[config.mk]
export PLATFORM = sky130hd
export DESIGN_NAME = rs232_receiver
export DESIGN_NICKNAME = d
export VERILOG_FILES = /design/src/rtl/rs232_pkg.sv /design/src/rtl/rs232_bit_timer.sv /design/src/rtl/rs232_receiver.sv
export SDC_FILE = /design/constraint.sdc
export NUM_CORES = 1
export LEC_CHECK = 0
export BUFFER_PORTS_ARGS = -buffer_cell sky130_fd_sc_hd__buf_2
export CORE_MARGIN = 3
export CORE_UTILIZATION = 40
export DETAILED_ROUTE_END_ITERATION = 8
export MAX_ROUTING_LAYER = met4
export SLEW_MARGIN = 20
export SYNTH_ARGS = -nofsm -noshare
export SYNTH_HDL_FRONTEND = slang
export SYNTH_SLANG_ARGS = --single-unit
[constraint.sdc]
create_clock -name clk -period 2.6 [get_ports clk]
set_clock_uncertainty 0.2 [all_clocks]
set_input_delay 0.26 -clock clk [delete_from_list [all_inputs] [get_ports clk]]
set_output_delay 0.26 -clock clk [all_outputs]
set_load 0.1 [all_outputs]
[src/rtl/rs232_pkg.sv]
// Shared RS232 line-format definitions for the receiver and transmitter.
// Frame: 1 start, DATA_BITS data (LSB first), 1 stop, idle high.
package rs232_pkg;

  localparam int   DATA_BITS  = 8;
  localparam logic RS232_IDLE = 1'b1;

  typedef enum logic [2:0] {
    IDLE,
    START,
    DATA,
    STOP,
    BREAK
  } rx_state_e;

endpackage

[src/rtl/rs232_bit_timer.sv]
// Loadable down-counter giving one tick per loaded interval.
// tick is high in the last cycle of the interval; load wins over counting.
module rs232_bit_timer #(
  parameter int WIDTH = 13
) (
  input  logic             clk,
  input  logic             rst,
  input  logic             load,
  input  logic [WIDTH-1:0] load_val,
  output logic             tick
);

  logic [WIDTH-1:0] cnt_q;
  logic [WIDTH-1:0] cnt_d;

  // Reload on request, otherwise count down and park at zero.
  always_comb begin
    cnt_d = cnt_q;
    if (load) begin
      cnt_d = load_val;
    end else if (cnt_q != '0) begin
      cnt_d = cnt_q - WIDTH'(1);
    end
  end

  // Counter register.
  always_ff @(posedge clk or posedge rst) begin
    if (rst) begin
      cnt_q <= '0;
    end else begin
      cnt_q <= cnt_d;
    end
  end

  assign tick = (cnt_q == WIDTH'(1));

endmodule

[src/rtl/rs232_receiver.sv]
// RS232 receiver: 2-FF synchroniser, mid-bit sampling, byte strobe.
// Define RS232_PARITY_EN to add an even-parity bit and parity_error.
module rs232_receiver
  import rs232_pkg::*;
#(
  parameter int CLK_FREQ = 100_000_000,
  parameter int BAUD     = 19200
) (
  input  logic       clk,
  input  logic       rst,
  input  logic       rx,
  output logic [7:0] data,
  output logic       data_valid,
  output logic       framing_error,
  output logic       busy
`ifdef RS232_PARITY_EN
  ,
  output logic       parity_error
`endif
);

  localparam int CLKS_PER_BIT = CLK_FREQ / BAUD;
  localparam int HALF_BIT     = CLKS_PER_BIT / 2;
  localparam int TW           = $clog2(CLKS_PER_BIT + 1);
`ifdef RS232_PARITY_EN
  localparam int NBITS = DATA_BITS + 1;
`else
  localparam int NBITS = DATA_BITS;
`endif
  localparam logic [3:0] LAST_BIT = 4'(NBITS - 1);

  rx_state_e state_q, state_d;
  logic [3:0] bit_q, bit_d;
  logic [DATA_BITS-1:0] shift_q, shift_d;
  logic [DATA_BITS-1:0] data_q, data_d;
  logic dv_q, dv_d;
  logic fe_q, fe_d;
  logic sync1_q, rx_s_q;
  logic load;
  logic [TW-1:0] load_val;
  logic tick;
`ifdef RS232_PARITY_EN
  logic par_q, par_d;
  logic pe_q, pe_d;
`endif

  rs232_bit_timer #(
    .WIDTH(TW)
  ) u_timer (
    .clk     (clk),
    .rst     (rst),
    .load    (load),
    .load_val(load_val),
    .tick    (tick)
  );

  // Two-flop synchroniser for the asynchronous rx pin.
  always_ff @(posedge clk or posedge rst) begin
    if (rst) begin
      sync1_q <= RS232_IDLE;
      rx_s_q  <= RS232_IDLE;
    end else begin
      sync1_q <= rx;
      rx_s_q  <= sync1_q;
    end
  end

  // Frame FSM: next state, shift register and output strobes.
  always_comb begin
    state_d  = state_q;
    bit_d    = bit_q;
    shift_d  = shift_q;
    data_d   = data_q;
    dv_d     = 1'b0;
    fe_d     = 1'b0;
    load     = 1'b0;
    load_val = TW'(CLKS_PER_BIT);
`ifdef RS232_PARITY_EN
    par_d    = par_q;
    pe_d     = 1'b0;
`endif
    unique case (state_q)
      IDLE: begin
        if (rx_s_q != RS232_IDLE) begin
          state_d  = START;
          bit_d    = '0;
          load     = 1'b1;
          load_val = TW'(HALF_BIT);
        end
      end
      START: begin
        if (tick) begin
          load    = 1'b1;
          state_d = rx_s_q ? IDLE : DATA;
        end
      end
      DATA: begin
        if (tick) begin
          load  = 1'b1;
          bit_d = bit_q + 4'd1;
`ifdef RS232_PARITY_EN
          if (bit_q == LAST_BIT) begin
            par_d = rx_s_q;
          end else begin
            shift_d = {rx_s_q, shift_q[DATA_BITS-1:1]};
          end
`else
          shift_d = {rx_s_q, shift_q[DATA_BITS-1:1]};
`endif
          if (bit_q == LAST_BIT) begin
            state_d = STOP;
          end
        end
      end
      STOP: begin
        if (tick) begin
          if (rx_s_q) begin
            data_d  = shift_q;
            dv_d    = 1'b1;
`ifdef RS232_PARITY_EN
            pe_d    = par_q != (^shift_q);
`endif
            state_d = IDLE;
          end else begin
            fe_d    = 1'b1;
            state_d = BREAK;
          end
        end
      end
      BREAK: begin
        if (rx_s_q) begin
          state_d = IDLE;
        end
      end
      default: state_d = IDLE;
    endcase
  end

  // FSM and datapath registers.
  always_ff @(posedge clk or posedge rst) begin
    if (rst) begin
      state_q <= IDLE;
      bit_q   <= '0;
      shift_q <= '0;
      data_q  <= '0;
      dv_q    <= 1'b0;
      fe_q    <= 1'b0;
`ifdef RS232_PARITY_EN
      par_q   <= 1'b0;
      pe_q    <= 1'b0;
`endif
    end else begin
      state_q <= state_d;
      bit_q   <= bit_d;
      shift_q <= shift_d;
      data_q  <= data_d;
      dv_q    <= dv_d;
      fe_q    <= fe_d;
`ifdef RS232_PARITY_EN
      par_q   <= par_d;
      pe_q    <= pe_d;
`endif
    end
  end

  assign data          = data_q;
  assign data_valid    = dv_q;
  assign framing_error = fe_q;
  assign busy          = (state_q != IDLE);
`ifdef RS232_PARITY_EN
  assign parity_error  = pe_q;
`endif

endmodule
Word-level counts from Yosys, hierarchy flattened:

Cells that the tools add are included.

* register bits after elaboration: 40
* output and inout bits: 11
* word-level logic and storage cells: 57

* add/subtract/negate cells: 2
* eq/ne operators: 12
* mux-type cells: 24
* reduce and logical (&&, ||, !) cells: 10

Operators by type and width (count)
* $mux W13: 4
* $mux W3: 7
* $pmux W3 S5: 1
* $eq A13 B1 Y1 const B: 1
* $reduce_bool A13 Y1: 1
* $sub A13 B1 Y13 const B: 1
* $ne A2 B2 Y1 const B: 6
* $mux W4: 2
* $pmux W4 S2: 1
* $mux W1: 7
* $eq A3 B2 Y1 const B: 2
* $reduce_and A3 Y1: 2
* $reduce_and A6 Y1: 1
* $add A4 B1 Y4 const B: 1
* $eq A4 B3 Y1 const B: 1
* $reduce_bool A2 Y1: 2
* $eq A3 B1 Y1 const B: 1
* $eq A3 B3 Y1 const B: 1
* $logic_not A3 Y1: 1
* $reduce_bool A3 Y1: 1
* $mux W2: 1
* $pmux W1 S2: 1
* $reduce_and A2 Y1: 1
* $reduce_or A2 Y1: 1

Logic depth before layout (Yosys ltp):

* depth in word-level cells: 4
* mapped depth: 7
* depth with buffers taken out: 6

By module:

From an unflattened synthesis, not the netlist that was laid out.

* cells, all modules: 203
* area total of the unflattened synthesis: 2021.9 µm²

By module, submodules not included
* rs232_receiver: instances 1, cells each 112, area each 1199.9 µm², seq. area each 678.2 µm²
* rs232_bit_timer: instances 1, cells each 91, area each 822.0 µm², seq. area each 325.3 µm²

Worst setup path before layout:

No wires, ideal clock.

* kind: reg2reg
* start: register state_q[0]
* end: register u_timer.cnt_q[0]
* library setup time: 0.133 ns
* arrival time: 2.023 ns
* required time: 2.267 ns
* setup slack: 0.244 ns
* cell stages (with the launch flop): 7
* buffers on the path: 2
* cells stage by stage: dfrtp_1 clkbuf_1 or3_1 or2_1 buf_2 o31ai_2 nor2_1

* cells in the longest elaborated chain, start to end: 4
* elaborated cells on any way between the ends: 8

Ends and longest elaborated chain
* start, declared: line rs232_receiver.sv:32 `rx_state_e state_q, state_d;`
* start signal, assigned: line rs232_receiver.sv:153 `state_q <= state_d;`
* $eq A3 B2 Y1 / $eq A3 B1 Y1 (equally long branches): line rs232_receiver.sv:82 `unique case (state_q)`
* $reduce_or A2 Y1 (no line)
* $pmux W1 S2: line rs232_receiver.sv:82
* $mux W13 / $reduce_bool A2 Y1 (equally long branches)
* end signal, assigned: line rs232_bit_timer.sv:31 `cnt_q <= cnt_d;`
* end, declared: line rs232_bit_timer.sv:13 `logic [WIDTH-1:0] cnt_q;`

Parallel ways exist; a longest one is shown, timed or not.
A chain may end at the register's enable or synchronous reset.

Worst setup path in the final report:

* start: register u_timer.cnt_q[7]
* end: register data_q[2], in the netlist data[2]

* cells in the longest elaborated chain, start to end: 2

Ends and longest elaborated chain
* $eq A13 B1 Y1: line rs232_bit_timer.sv:35 `assign tick = (cnt_q == WIDTH'(1));`
* $reduce_and A3 Y1 (no line)
* end signal, assigned: line rs232_receiver.sv:156 `data_q <= data_d;`
* end, declared: line rs232_receiver.sv:35 `logic [DATA_BITS-1:0] data_q, data_d;`

No other way between the ends.

==> impl_metrics.json <==
{
  "outcome": "completed",
  "finalWeightedCongestion": 0.8438,
  "clk_path_buf_depth": 2,
  "ctsResizeCount": 0,
  "ant_nets": 0,
  "synth_edf_count": 0,
  "min_period_ns": 2.231,
  "avgSynthCellArea_sq_um": 11.87,
  "die_h_microns": 75.34,
  "final_cell_mix": "38 x dfrtp_1, 16 x mux2_2, 13 x buf_2",
  "synth_seq_area_share": 0.5218,
  "synth_seq_cells": 40,
  "final_nets": 187,
  "cts_tree": "yes",
  "post-route-period-util": 0.8581,
  "path_clk_slew_ns": 0.08,
  "critPathKind": "reg -> reg",
  "endpoint": "data[2]",
  "crit_fanout": 9,
  "final_util": 0.4833,
  "dieArea_sq_um": 5675,
  "relSlewSlack": 0.6407,
  "reg2reg_from": "u_timer.cnt_q[7]",
  "grt_max_degree": 41,
  "rsz0062_at_grt": "false",
  "end_kind": "flop",
  "totalWireLength_microns": 3628,
  "clk_latency_ns": 0.29,
  "cts_buffers": 5,
  "setup_viol": 0,
  "worst_r2r_endpoint": "data[2]",
  "finalSetupTns_ns": 0,
  "synth_warnings": 0,
  "grt_usage": 0.1612,
  "place_hpwl_microns": 2623,
  "port_buffers": 13,
  "tightest_slew_ns": 0.5349,
  "initial_core_util": 0.4269,
  "synth_area_sq_um": 1923,
  "clkSinkCount": 40,
  "die_x_microns": 75.34,
  "peakVddDrop_uv": 315.3,
  "worstRegToRegCells": 4,
  "cts_hold_buf": 2,
  "synth.distinct_cells": 43,
  "arrival_ns": 2.20,
  "holdPathStages": 0,
  "slew_viol_final": 0,
  "io-pin-count": 14,
  "num_antenna_cells": 0,
  "grt_antenna_before_repair": 0,
  "drive_gt1_frac": 0.2762,
  "grt_pass1_wl_microns": 6762,
  "post_cts_buffers": 0,
  "synthCells": 162,
  "htreeDepth": 2,
  "hold_violations": 0,
  "fillers": 416,
  "wire_per_inst_microns": 15.57,
  "max_cap_violations": 0,
  "cts_root_buffer": "clkbuf_8",
  "layout_commonest_cell": "dfrtp_1",
  "hp-class": "reg -> reg",
  "dr.pass1.iters": 4,
  "fmax_ghz": 0.4482,
  "crit_start": "u_timer.cnt_q[7]",
  "vias": 1337,
  "drc": 0,
  "powerDensity_nw_per_um2": 531.2,
  "power.leakage_uw": 0.0009974,
  "async_reset_ff_frac": 1.000,
  "synthToLayoutAreaGrowth_pct": 13.21,
  "overflow": 0,
  "first_iter_violations": 47,
  "grt_pass1_vias": 1403,
  "std_cell_rows": 24,
  "syn-num-nets": 169,
  "crit_required_ns": 2.57,
  "synthFlopType": "dfrtp_1",
  "viasPerCell": 5.738,
  "start_kind": "flop",
  "coreArea_sq_um": 4504,
  "reg2reg_setup_slack_ns": 0.37
}
==> logic make-up after synthesis <==
kind of cell,count (synthesis),share of synthesized area
AND/OR/NAND/NOR,52,0.1991
AO/OA/AOI/OAI,30,0.09954
multiplexers,17,0.09889
XOR/XNOR,6,0.02733
buffers and inverters,13,0.02733
flip-flops,40,0.5218
adder cells (fa/ha/maj),4,0.02603
==> metal layers <==
layer | global-route usage | vias to the layer above | wire [microns]
met3 | 0.03958 | 4 | 79
li1 | - | 631 | -
met4 | 0.04854 | 0 | 46
met5 | - | - | 0
met1 | 0.2056 | 689 | 1633
met2 | 0.2550 | 13 | 1868
==> metrics by stage <==
stage	hold slack [ns]	instances	instance area [sq um]	setup slack, ns	total power, uW
2_1_floorplan	0.06448	162	1923	0.2439	647.4
3_3_place_gp	0.1469	223	2042	0.4426	653.5
3_5_place_dp	0.1481	223	2042	0.3824	654.1
4_1_cts	0.1648	233	2177	0.3791	1172
5_1_grt	0.1711	233	2177	0.2245	1200
6_report	0.1610	233	2177	0.3690	1157
==> report_power, final <==
group	switching (uW)	internal, uW	total, uW
logic	12.5	4.26	16.8
clock network	224	289	514
registers	1.70	624	626
==> area by class of cell <==
cell class / count / area [sq um] / area share
clock buffer: 5 / 68.82 / 0.03161
clock inverter: 3 / 46.29 / 0.02126
inverter: 7 / 26.28 / 0.01207
multi-input combinational: 109 / 867.1 / 0.3983
sequential: 40 / 1003 / 0.4609
tap: 52 / 65.06 / 0.02989
timing repair buffer: 17 / 100.1 / 0.04598
==> worst max-delay path, cell delays in order, from the launching register on <==
cell,delay (ns)
dfrtp_1,0.43
nor4_4,0.55
nand4_4,0.25
nor2_4,0.31
mux2_2,0.37
==> Yosys cell counts (5+ instances only) <==
| master | n | share of area |
|---|---|---|
| nand3_1 | 5 | 0.013 |
| mux2_2 | 16 | 0.094 |
| o21ai_0 | 9 | 0.023 |
| a21oi_1 | 7 | 0.018 |
| dfrtp_1 | 38 | 0.49 |
| nor2_1 | 9 | 0.018 |
| inv_1 | 7 | 0.014 |
| or3_1 | 6 | 0.020 |
==> registers in the layout, indices dropped and copies added (netlist names) <==
register / count
framing_error: 1
rx_s_q: 1
sync1_q: 1
u_timer.cnt_q: 13
data_valid: 1
shift_q: 8
bit_q: 4
data: 8
state_q: 3
==> worst min path at each step <==
stage                       start       to
final                     sync1_q   rx_s_q
after global routing      sync1_q   rx_s_q
after CTS                 sync1_q   rx_s_q
after global placement    sync1_q   rx_s_q
after floorplan                rx  sync1_q
after detailed placement  sync1_q   rx_s_q
Power figures use the tool's default switching activity.
